**src/rtl/seg7_scan_decoder.sv**
```systemverilog
// Reads back a multiplexed active-low 7-segment display bus: registers the bus,
// waits for each strobed digit to be stable, then decodes it into a hex nibble.
module seg7_scan_decoder #(
    parameter int DIGITS        = 4,
    parameter int STABLE_CYCLES = 4
) (
    input  logic                  clk,
    input  logic                  rst_n,
    input  logic [0:6]            iSeg,
    input  logic [DIGITS-1:0]     iDigEn,
    output logic [4*DIGITS-1:0]   oValue,
    output logic [DIGITS-1:0]     oValid,
    output logic [DIGITS-1:0]     oBlank,
    output logic [DIGITS-1:0]     oErr,
    output logic                  oUpdate,
    output logic [2:0]            oDigIdx,
    output logic [1:0]            dbg_state
);

    localparam logic [1:0] IDLE   = 2'd0;
    localparam logic [1:0] SETTLE = 2'd1;
    localparam logic [1:0] HELD   = 2'd2;

    localparam logic [7:0] LAST_CNT = 8'(STABLE_CYCLES - 1);

    logic [0:6]        s_seg;
    logic [DIGITS-1:0] s_en;
    logic [0:6]        p_seg;
    logic [DIGITS-1:0] p_en;
    logic [1:0]        state;
    logic [7:0]        cnt;

    logic              one_hot;
    logic              changed;
    logic [3:0]        nibble;
    logic              is_hex;
    logic              is_blank;

    assign dbg_state = state;
    assign changed   = (s_en != p_en) || (s_seg != p_seg);

    always_comb begin
        int ones;
        ones = 0;
        for (int i = 0; i < DIGITS; i++) begin
            if (s_en[i]) ones = ones + 1;
        end
        one_hot = (ones == 1);
    end

    // Bit strings read left to right as segments a..g.
    always_comb begin
        nibble   = 4'h0;
        is_hex   = 1'b1;
        is_blank = 1'b0;
        case (s_seg)
            7'b0000001: nibble = 4'h0;
            7'b1001111: nibble = 4'h1;
            7'b0010010: nibble = 4'h2;
            7'b0000110: nibble = 4'h3;
            7'b1001100: nibble = 4'h4;
            7'b0100100: nibble = 4'h5;
            7'b0100000: nibble = 4'h6;
            7'b0001111: nibble = 4'h7;
            7'b0000000: nibble = 4'h8;
            7'b0000100: nibble = 4'h9;
            7'b0001000: nibble = 4'hA;
            7'b1100000: nibble = 4'hB;
            7'b0110001: nibble = 4'hC;
            7'b1000010: nibble = 4'hD;
            7'b0110000: nibble = 4'hE;
            7'b0111000: nibble = 4'hF;
            7'b1111111: begin
                is_hex   = 1'b0;
                is_blank = 1'b1;
            end
            default: is_hex = 1'b0;
        endcase
    end

    always_ff @(posedge clk) begin
        if (!rst_n) begin
            s_seg   <= 7'b1111111;
            s_en    <= '0;
            p_seg   <= 7'b1111111;
            p_en    <= '0;
            state   <= IDLE;
            cnt     <= 8'd0;
            oValue  <= '0;
            oValid  <= '0;
            oBlank  <= '0;
            oErr    <= '0;
            oUpdate <= 1'b0;
            oDigIdx <= 3'd0;
        end else begin
            s_seg   <= iSeg;
            s_en    <= iDigEn;
            p_seg   <= s_seg;
            p_en    <= s_en;
            oUpdate <= 1'b0;
            if (!one_hot) begin
                state <= IDLE;
                cnt   <= 8'd0;
            end else if (changed) begin
                state <= SETTLE;
                cnt   <= 8'd1;
            end else if (state == SETTLE) begin
                if (cnt < LAST_CNT) begin
                    cnt <= cnt + 8'd1;
                end else begin
                    state   <= HELD;
                    oUpdate <= 1'b1;
                    for (int d = 0; d < DIGITS; d++) begin
                        if (s_en[d]) begin
                            oDigIdx   <= 3'(d);
                            oValid[d] <= is_hex;
                            oBlank[d] <= is_blank;
                            oErr[d]   <= !is_hex && !is_blank;
                            if (is_hex) oValue[4*d +: 4] <= nibble;
                        end
                    end
                end
            end
        end
    end

endmodule

```
**config.mk**
```make
export PLATFORM = sky130hd
export DESIGN_NAME = seg7_scan_decoder
export DESIGN_NICKNAME = d
export VERILOG_FILES = /design/src/rtl/seg7_scan_decoder.sv
export SDC_FILE = /design/constraint.sdc
export NUM_CORES = 1
export LEC_CHECK = 0
export ABC_AREA = 1
export CAP_MARGIN = 20
export CORE_ASPECT_RATIO = 1.25
export CORE_MARGIN = 5
export CORE_UTILIZATION = 33
export CTS_CLUSTER_SIZE = 30
export DETAILED_ROUTE_END_ITERATION = 10
export SLEW_MARGIN = 30
export SYNTH_ARGS = -nofsm -noshare
export SYNTH_HDL_FRONTEND = slang
export SYNTH_SLANG_ARGS = --single-unit
```
**constraint.sdc**
```tcl
create_clock -name clk -period 4.7 [get_ports clk]
set_clock_uncertainty 0.05 [all_clocks]
set_input_delay 0.94 -clock clk [delete_from_list [all_inputs] [get_ports clk]]
set_output_delay 0.94 -clock clk [all_outputs]
set_load 0.005 [all_outputs]
```
# After elaboration in Yosys (flattened, before gate mapping)
# Cells that the tools add are included.
[classes] n_lt_le_gt_ge=1 bitwise_logic=5 reduce_logical=25 muxes=18 add_sub_neg=4 n_eq_ne=21
[ops] cell="adder 32 x 2 -> 32 bit (second input constant)" n=3
[ops] cell="two-way mux 32 bit" n=3
[ops] cell="one-hot mux 4 bit (15 select lines)" n=1
[ops] cell="== test 7 x 6 -> 1 bit (second input constant)" n=5
[ops] cell="== test 7 bit (second input constant)" n=5
[ops] cell="== test 32 x 2 -> 1 bit (second input constant)" n=1
[ops] cell="AND reduction 5 bit" n=5
[ops] cell="AND reduction 6 bit" n=4
[ops] cell="OR reduction 16 bit" n=1
[ops] cell="== test 7 x 3 -> 1 bit (second input constant)" n=2
[ops] cell="== test 7 x 4 -> 1 bit (second input constant)" n=2
[ops] cell="two-way mux 3 bit" n=4
[ops] cell="two-way mux 1 bit" n=10
[ops] cell="AND reduction 2 bit" n=5
[ops] cell="adder 8 x 1 -> 8 bit (second input constant)" n=1
[ops] cell="less-than comparator 8 x 2 -> 1 bit (second input constant)" n=1
[ops] cell="== test 7 x 1 -> 1 bit (second input constant)" n=1
[ops] cell="== test 7 x 5 -> 1 bit (second input constant)" n=1
[ops] cell="logical NOT 7 bit" n=1
[ops] cell="!= test 7 bit" n=1
[ops] cell="inverter 1 bit" n=5
[ops] cell="!= test 4 bit" n=1
[ops] cell="nonzero test 2 bit" n=2
[ops] cell="nonzero test 4 bit" n=1
[ops] cell="other kinds (7)" n=8
[totals] in_bits=13 register_bits=64 out_inout_bits=34 word_cells=100

# Logic depth before layout (Yosys ltp)
# Gate-level depths: netlist (run 1).
[depth] word_depth=10 mapped_depth=15 mapped_depth_nobuf=15

# Least setup slack after synthesis (run 1)
# No wires, ideal clock.
[synth_path] path_type="reg2reg" start="register s_en[1]" end="register oValue[13]" arrival_ns=2.090 synth_period_minus_slack_ns=2.253 path_slack_ns=2.447 path_stages_with_launch=15 cell_sequence="dfxtp_1 inv_2 ha_1 nand2_2 inv_2 nor2_2 ha_1 nor2_1 o21ai_1 nand2_4 nand4_1 nor2_4 nand2_4 nor2_1 nor2_1"
[synth_between] elab_chain_len=7 elab_cells_between_ends=10
[synth_rtl] element="start: declaration" line="27" rtl="logic [DIGITS-1:0] s_en;"
[synth_rtl] element="start signal: assignment" line="97" rtl="s_en <= iDigEn;"
[synth_rtl] element="two-way mux 32 bit" line="46" rtl="if (s_en[i]) ones = ones + 1;"
[synth_rtl] element="adder 32 x 2 -> 32 bit" line="46"
[synth_rtl] element="two-way mux 32 bit" line="46"
[synth_rtl] element="adder 32 x 2 -> 32 bit" line="46"
[synth_rtl] element="two-way mux 32 bit" line="46"
[synth_rtl] element="== test 32 x 2 -> 1 bit" line="48" rtl="one_hot = (ones == 1);"
[synth_rtl] element="AND reduction 6 bit (no line) *"
[synth_rtl] element="end signal: indexed assignment" line="119" rtl="if (is_hex) oValue[4*d +: 4] <= nibble;"
[synth_rtl] element="end: declaration" line="11" rtl="output logic [4*DIGITS-1:0] oValue,"
# Mark *: on every way between the ends. The rest lies on a longest branch, timed or not.
# A chain may end at the register's enable or synchronous reset.

# Worst setup path in the final report (run 1)
[layout_path] start="register s_en[1]" end="register oValue[11]"
# Same word-level chain as after synthesis.

==> flow_metrics.py, run 1 <==
metrics = {
    "status": {
        "status": "complete, no violations",
    },
    "detailed_routing": {
        "firstDrtPassIters": 4,
        "wire_per_inst_um": 11.38,
        "drt-vias-per-instance": 4.400,
        "vias": 2561,
        "wirelength_um": 6623,
        "drcViolationCount": 0,
        "detail-route-antenna-nets": 0,
        "drtIter0Drc": 114,
    },
    "synth": {
        "synth_cells": 409,
        "synth_top_area_frac": 0.4299,
        "ys_ff_latch": 63,
        "synth_top_area_cell": "dfxtp_1",
        "syn_area_per_cell_um2": 7.174,
        "syn_nets": 426,
        "synth_area_leaders": "dfxtp_1, nand2_1, nor2_1",
        "yosys_warnings": 0,
        "ys_seq_area_frac": 0.4299,
        "synth_area_um2": 2934,
        "synth.distinct_cells": 29,
    },
    "power": {
        "ir_drop_v": 0.0001704,
        "power.density_nw_per_um2": 302.4,
        "leakagePower_nw": 1.791,
        "power_mw": 1.111,
    },
    "sta": {
        "rsz0062_at_grt": "no",
        "setup_viol": 0,
        "relSlewSlack": 0.5226,
        "drv_slew": 0,
        "tightestPinTransition_ns": 0.7134,
        "final.setup.tns_ns": 0,
        "fin_crit_sh": 0.5425,
        "min_period_ns": 2.550,
        "timing.fmax_mhz": 392.2,
        "hold_violations": 0,
    },
    "clock_tree": {
        "cts_root_buf": "clkbuf_8",
        "cts_sinks": 63,
        "clock_path_buffers": 2,
        "clock_latency_ns": 0.34,
        "cts_hold_buf": 0,
        "cts_resized": 0,
        "cts_buffers": 9,
        "cts_htree_levels": 3,
        "cts_tree": "built",
        "clkTransAtPathRegs_ns": 0.07,
        "cts_setup_buffers": 0,
    },
    "floorplan": {
        "initial_utilization": 0.3372,
        "core_area_um2": 8701,
        "fp.dieW_um": 94.34,
        "io-pin-count": 47,
        "num_rows": 38,
        "die_h_um": 115.4,
        "die_area_um2": 10890,
    },
    "worst_setup_path": {
        "regToRegStartpoint": "s_en[1]",
        "critical_path.startpoint": "s_en[1]",
        "crit_fanout": 8,
        "start_kind": "register",
        "arrival_ns": 2.70,
        "regToRegSetupSlack_ns": 2.15,
        "cp.required_ns": 4.85,
        "crit_path_end_kind": "register",
        "cp-endpoint": "oValue[11]",
        "r2r_end": "oValue[11]",
        "crit_type": "reg -> reg",
        "r2r_cells": 14,
    },
    "grt": {
        "grt_use_met1": 0.1526,
        "antenna_found_initial": 0,
        "top_usage_layer": "met2",
        "grt_pass1_vias": 2474,
        "overflow": 0,
        "grt_max_degree": 34,
        "grt_pass1_wl_um": 11270,
        "use_met2": 0.2221,
        "grt_use_met3": 0.03961,
        "grt_use_total": 0.1329,
    },
    "final_layout": {
        "drive_gt1_frac": 0.1169,
        "fin_area_um2": 3674,
        "fin_nets": 474,
        "final_cell_mix": "nand2_1, nor2_1, dfxtp_1",
        "antennaDiodeCount": 0,
        "fin_cells": 582,
        "fillerInstances": 892,
        "syn_to_final_growth_pct": 25.20,
        "final_common_cell": "nand2_1",
    },
    "place": {
        "place_congestion": 0.8218,
        "place_area_um2": 3475,
        "dp.cells": 566,
        "io_buffers": 45,
        "hpwl_um": 5045,
    },
    "flow_run": {
        "cap_violations": 0,
    },
    "worst_hold_path": {
        "hold_path_class": "reg -> reg",
    },
}
==> per-layer routing <==
| layer | vias up | wire [um] | share of wire |
|---|---|---|---|
| met5 | - | 0 | 0 |
| met4 | 0 | 149 | 0.022 |
| met3 | 13 | 348 | 0.053 |
| met2 | 55 | 3278 | 0.49 |
| met1 | 1151 | 2846 | 0.43 |
| li1 | 1342 | - | - |
==> logic make-up after synthesis <==
family / Yosys count / synth area share
buf+inv: 70 / 0.1011
simple gates: 243 / 0.3957
compound gates: 23 / 0.04009
xor+xnor: 5 / 0.01492
fa+ha+maj: 4 / 0.01706
flops: 63 / 0.4299
other cells: 1 / 0.001278
==> report_power, final <==
part           internal [mW]  switching (mW)  total (mW)
Combinational         0.0335          0.0504      0.0839
Sequential             0.544          0.0115       0.556
Clock                  0.258           0.213       0.471
==> sequential cells by signal, indices dropped and copies added (netlist names), 2 cells and up <==
| signal | count |
|---|---|
| oValue | 16 |
| s_seg | 7 |
| cnt | 8 |
| dbg_state | 2 |
| p_seg | 7 |
| oErr | 4 |
| oBlank | 4 |
| oValid | 4 |
| oDigIdx | 2 |
| s_en | 4 |
| p_en | 4 |
==> cell type report <==
cell class	instances	area (um^2)	share of cell area
Clock inverter	5	57.56	0.01567
Clock buffer	11	141.4	0.03849
Tap cell	120	150.1	0.04087
Sequential cell	63	1261	0.3433
Timing Repair Buffer	46	457.9	0.1247
Multi-Input combinational cell	276	1376	0.3747
Inverter	61	229.0	0.06233
==> worst max-delay path: stages, from the launching register on <==
cell and delay [ns]:
dfxtp_1 0.45, inv_2 0.07, ha_1 0.31, nand2_2 0.08
inv_2 0.05, nor2_2 0.12, ha_1 0.17, nand2_1 0.06
nand3b_1 0.19, nand2_2 0.13, nand4_1 0.22, nor2_4 0.28
nand2_4 0.11, nand2_1 0.08, a21oi_1 0.05
==> through the flow <==
| stage | hold WS, ns | util | setup slack [ns] |
|---|---|---|---|
| after global placement | 0.3658 | 0.3993 | 2.248 |
| after floorplan | 0.3583 | - | 2.447 |
| after detailed placement | 0.3680 | 0.3993 | 2.171 |
| after global routing | 0.4020 | 0.4222 | 1.910 |
| final | 0.3769 | 0.4222 | 2.150 |
| after CTS | 0.3792 | 0.4222 | 2.153 |
==> cell usage after synthesis, drive strengths merged <==
master and n:
nand2 110, nor2 87, nand4 9, nand3 15, nor3b 1, a21oi 10
inv 61, or2 7, dfxtp 63, xnor2 4, conb 1, o21ai 12
xor2 1, buf 5, clkbuf 4, nor3 11, ha 4, o21a 1
nand3b 3
==> worst min-delay path by stage <==
| stage | start | end | slack [ns] | cells past startpoint |
|---|---|---|---|---|
| after global placement | cnt[5] | cnt[5] | 0.37 | 2 |
| final | cnt[3] | cnt[3] | 0.38 | 2 |
| after CTS | cnt[5] | cnt[5] | 0.38 | 2 |
| after detailed placement | cnt[5] | cnt[5] | 0.37 | 2 |
| after floorplan | cnt[5] | cnt[5] | 0.36 | 2 |
| after global routing | cnt[7] | cnt[7] | 0.40 | 2 |
Note: power is estimated with default switching activity, not from simulation.
==> run 2: changes to the inputs <==
- clock period: 4.7 -> 2.3 ns (I/O delays scaled with it)
==> run 2 against run 1 <==
Compared with the run above: sequential power increased by 100%; final area rose by 8.5%; highest routed layer unchanged; setup slack worse by 2.1 ns; via count rose by 4.2%; critical path depth fell by 1; count of clock-buffer cells in the layout did not move.
==> flow_metrics.py, run 2 (synthesis results as in run 1) <==
metrics = {
    "status": {
        "status": "complete, no violations",
    },
    "clock_tree": {
        "cts_root_buf": "clkbuf_8",
        "cts_buffers": 9,
        "cts_htree_levels": 3,
        "clock_latency_ns": 0.33,
        "cts_hold_buf": 0,
        "clkTransAtPathRegs_ns": 0.07,
        "clock_path_buffers": 2,
        "cts_sinks": 63,
        "cts_tree": "built",
    },
    "sta": {
        "setup_viol": 0,
        "rsz0062_at_grt": "yes",
        "tightestPinTransition_ns": 0.6543,
        "min_period_ns": 2.269,
        "fin_crit_sh": 0.9865,
        "hold_violations": 0,
        "drv_slew": 0,
        "timing.fmax_mhz": 440.7,
        "relSlewSlack": 0.5633,
        "holdWs_ns": 0.3778,
    },
    "detailed_routing": {
        "vias": 2668,
        "wirelength_um": 6950,
        "drt-vias-per-instance": 4.381,
        "firstDrtPassIters": 5,
        "drcViolationCount": 0,
        "detail-route-antenna-nets": 0,
        "wire_per_inst_um": 11.41,
        "drtIter0Drc": 103,
    },
    "worst_setup_path": {
        "crit_fanout": 5,
        "crit_type": "reg -> reg",
        "cp.required_ns": 2.51,
        "arrival_ns": 2.48,
        "start_kind": "register",
        "regToRegStartpoint": "s_en[1]",
        "crit_path_end_kind": "register",
        "critical_path.startpoint": "s_en[1]",
    },
    "floorplan": {
        "die_area_um2": 10890,
        "initial_utilization": 0.3372,
        "die_h_um": 115.4,
        "io-pin-count": 47,
        "core_area_um2": 8701,
        "fp.dieW_um": 94.34,
        "num_rows": 38,
    },
    "place": {
        "place_area_um2": 3595,
        "place_congestion": 0.8285,
        "hpwl_um": 5056,
        "dp.cells": 582,
        "io_buffers": 45,
    },
    "final_layout": {
        "reg.largest.list": "oValue: 16 flops, cnt: 8 flops",
        "final_common_cell": "nand2_1",
        "final_cell_mix": "nand2_1, nor2_1, dfxtp_1",
        "fin_cells": 609,
        "fin_nets": 501,
        "fin_area_um2": 3985,
        "antennaDiodeCount": 0,
        "fillerInstances": 867,
        "largest_reg_flops": 16,
        "syn_to_final_growth_pct": 35.82,
        "drive_gt1_frac": 0.2045,
        "regMostFlops": "oValue",
    },
    "power": {
        "power.density_nw_per_um2": 591.0,
        "ir_drop_v": 0.0004682,
        "leakagePower_nw": 1.944,
    },
    "grt": {
        "antenna_found_initial": 0,
        "grt_pass1_wl_um": 11190,
        "grt_max_degree": 34,
        "overflow": 0,
        "grt_use_total": 0.1335,
        "grt_pass1_vias": 2511,
    },
    "worst_hold_path": {
        "min_from": "cnt[5]",
        "hold_path_class": "reg -> reg",
    },
    "flow_run": {
        "cap_violations": 0,
    },
}
[run 2: changes by cell type in the layout (fill, tap and decap cells not counted), moves of 2 or more]
cell        previous run  this run
buf_4                  1        26
nand2_1              102        96
nand2_2                2         8
nor2_4                 5         9
dfxtp_1               63        60
dfxtp_2                0         3
ha_1                   4         1
nor2_1                74        71
buf_6                  0         2
clkinvlp_4             3         1
ha_4                   0         2
[run 2: layout make-up]
cell class	instances	area, um^2	share of cell area
multi-input cells	276	1465	0.3677
flip-flops and latches	63	1265	0.3174
repair buffers	73	668.1	0.1677
inverters	61	229.0	0.05746
clock buffers	11	151.4	0.03799
well taps	120	150.1	0.03768
clock inverters	5	56.30	0.01413
[run 2: final timing paths]
path                                 to  slack, ns  cells after the start
worst max-delay path            oErr[2]       0.03                     13
worst min-delay path             cnt[5]       0.38                      2
worst max register to register  oErr[2]       0.03                     13
worst min register to register   cnt[5]       0.38                      2
[run 2: metal layers]
layer	global-route usage	part of all wire
met5	0	0
met3	0.03961	0.048
met2	0.2315	0.51
met1	0.1475	0.43
met4	0.06744	0.018
[run 2: metrics by stage]
stage / total power, mW / utilization / TNS [ns] / setup slack [ns]
after floorplan: 1.284 / - / 0 / 0.04715
after global placement: 1.350 / 0.4131 / 0 / 0.02072
after detailed placement: 1.354 / 0.4131 / -0.1112 / -0.03606
after CTS: 2.358 / 0.4416 / 0 / 0.01437
after global routing: 2.474 / 0.4580 / -0.8368 / -0.08529
final: 2.355 / 0.4580 / 0 / 0.03107
[run 2: what timing repair did]
item	4_1_cts	5_1_grt
setup buffers	3	8
setup endpoints to repair	12	39
pin swaps	5	23
resized for setup	3	24
[run 2: power by group]
| group | switching, mW | total [mW] | internal (mW) | leakage (nW) |
|---|---|---|---|---|
| registers | 0.0218 | 1.13 | 1.11 | 0.514 |
| clock network | 0.425 | 0.982 | 0.557 | 0.105 |
| logic | 0.129 | 0.239 | 0.109 | 1.33 |
| total | 0.576 | 2.36 | 1.78 | 1.94 |
[run 2: worst max-delay path: stages, from the launching register on]
cell     delay (ns)
dfxtp_2        0.32
buf_4          0.15
ha_2           0.19
o21ai_2        0.14
inv_1          0.09
ha_4           0.25
nor2_4         0.09
o21ai_4        0.07
nand2_4        0.08
nand4_1        0.17
nor2_4         0.21
buf_6          0.12
o21ai_0        0.08
nor2_1         0.17
==> run 3: changes to the inputs <==
- CORE_MARGIN: 5 -> 2
- PLACE_DENSITY_LB_ADDON: not set -> 0.08
- clock period: 2.3 -> 2.5 ns (I/O delays scaled with it)
==> run 3 against run 2 <==
Compared with the run above: register-to-register slack better by 0.17 ns; sequential power down 8%; sequential cell count unchanged; combinational power down 26%; via count down 3.4%; critical endpoint is now oBlank[3]; die area shrank 11%.
==> flow_metrics.py, run 3 (synthesis results as in run 1) <==
metrics = {
    "status": {
        "status": "complete, no violations",
    },
    "grt": {
        "grt_use_met1": 0.1590,
        "grt_pass1_vias": 2455,
        "use_met2": 0.2664,
        "grt_use_met3": 0.03979,
        "antenna_found_initial": 0,
        "grt_use_total": 0.1511,
        "overflow": 0,
        "top_usage_layer": "met2",
        "grt_max_degree": 34,
        "grt_pass1_wl_um": 11110,
    },
    "floorplan": {
        "die_h_um": 109.4,
        "fp.dieW_um": 88.34,
        "io-pin-count": 47,
        "initial_utilization": 0.3391,
        "die_area_um2": 9666,
        "num_rows": 38,
        "core_area_um2": 8653,
    },
    "worst_setup_path": {
        "crit_type": "reg -> reg",
        "crit_fanout": 5,
        "cp.required_ns": 2.73,
        "crit_path_end_kind": "register",
        "start_kind": "register",
        "arrival_ns": 2.53,
    },
    "power": {
        "power_mw": 2.089,
        "ir_drop_v": 0.0003309,
        "leakagePower_nw": 1.853,
        "power.density_nw_per_um2": 553.0,
    },
    "place": {
        "place_congestion": 0.8214,
        "pre_cts_slack_ns": 0.05011,
        "hpwl_um": 4997,
        "io_buffers": 45,
    },
    "detailed_routing": {
        "drt-vias-per-instance": 4.351,
        "detail-route-antenna-nets": 0,
        "firstDrtPassIters": 4,
        "drtIter0Drc": 85,
        "drcViolationCount": 0,
        "wire_per_inst_um": 11.08,
        "vias": 2576,
        "wirelength_um": 6558,
    },
    "final_layout": {
        "reg.largest.list": "oValue: 16 flops, cnt: 8 flops",
        "largest_reg_flops": 16,
        "final_cell_mix": "nand2_1, nor2_1, dfxtp_1",
        "drive_gt1_frac": 0.1483,
        "syn_to_final_growth_pct": 28.74,
        "regMostFlops": "oValue",
        "fin_nets": 484,
        "final_common_cell": "nand2_1",
        "antennaDiodeCount": 0,
    },
    "clock_tree": {
        "cts_sinks": 63,
        "clkTransAtPathRegs_ns": 0.07,
        "cts_tree": "built",
        "cts_hold_buf": 0,
        "cts_root_buf": "clkbuf_8",
        "cts_htree_levels": 3,
        "clock_latency_ns": 0.35,
        "clock_path_buffers": 2,
        "cts_buffers": 9,
    },
    "sta": {
        "timing.fmax_mhz": 435.0,
        "final.setup.worst_slack_ns": 0.2011,
        "relSlewSlack": 0.5793,
        "drv_slew": 0,
        "holdWs_ns": 0.3789,
        "tightestPinTransition_ns": 0.6303,
        "fin_crit_sh": 0.9196,
        "hold_violations": 0,
        "min_period_ns": 2.299,
        "setup_viol": 0,
    },
    "flow_run": {
        "cap_violations": 0,
    },
    "worst_hold_path": {
        "hold_path_class": "reg -> reg",
    },
}
[run 3: per-stage QoR]
stage | setup TNS, ns | instances | cell area, um^2 | util
floorplan | 0 | 409 | 2934 | -
global placement | 0 | 571 | 3512 | 0.4059
detailed placement | 0 | 571 | 3512 | 0.4059
CTS | 0 | 587 | 3702 | 0.4278
global route | -0.004883 | 592 | 3777 | 0.4365
finish | 0 | 592 | 3777 | 0.4365
[run 3: what timing repair did]
| item | CTS | global route |
|---|---|---|
| resized for setup | 0 | 9 |
| setup endpoints to repair | 0 | 25 |
| hold endpoints to repair | 0 | 0 |
| setup buffers | 0 | 5 |
[run 3: path summary, 6_finish.rpt]
kind / depth (start not counted) / startpoint / end / slack (ns)
setup reg to reg: 14 / s_en[0] / oBlank[3] / 0.20
hold reg to reg: 2 / cnt[7] / cnt[7] / 0.38
setup / recovery: 14 / s_en[0] / oBlank[3] / 0.20
hold / removal: 2 / cnt[7] / cnt[7] / 0.38
[run 3: layer usage]
metal	share of wire	vias to the layer above
met5	0	-
met4	0.035	0
met3	0.043	18
met2	0.50	50
met1	0.42	1142
li1	-	1366
[run 3: worst max-delay path: stages (launching register included)]
cell     delay [ns]
dfxtp_2        0.32
inv_1          0.06
ha_4           0.28
nand2_2        0.05
inv_2          0.12
nor2_4         0.05
ha_1           0.30
nor2_2         0.09
o21ai_2        0.07
nand2_4        0.09
nand4_1        0.21
nor2_4         0.22
buf_4          0.14
nor2_1         0.03
nor3_1         0.15
[run 3: power by group]
part	switching [mW]	internal [mW]
sequential	0.0198	1.02
clock	0.384	0.483
combinational	0.103	0.0751
[run 3: final cells by class]
| cell class | instances | area, um^2 |
|---|---|---|
| inverter | 61 | 229.0 |
| timing repair buffer | 56 | 533.0 |
| tap | 120 | 150.1 |
| clock inverter | 4 | 45.04 |
| clock buffer | 12 | 145.1 |
| sequential | 63 | 1264 |
| fill | 936 | 4876 |
| multi-input combinational | 276 | 1411 |
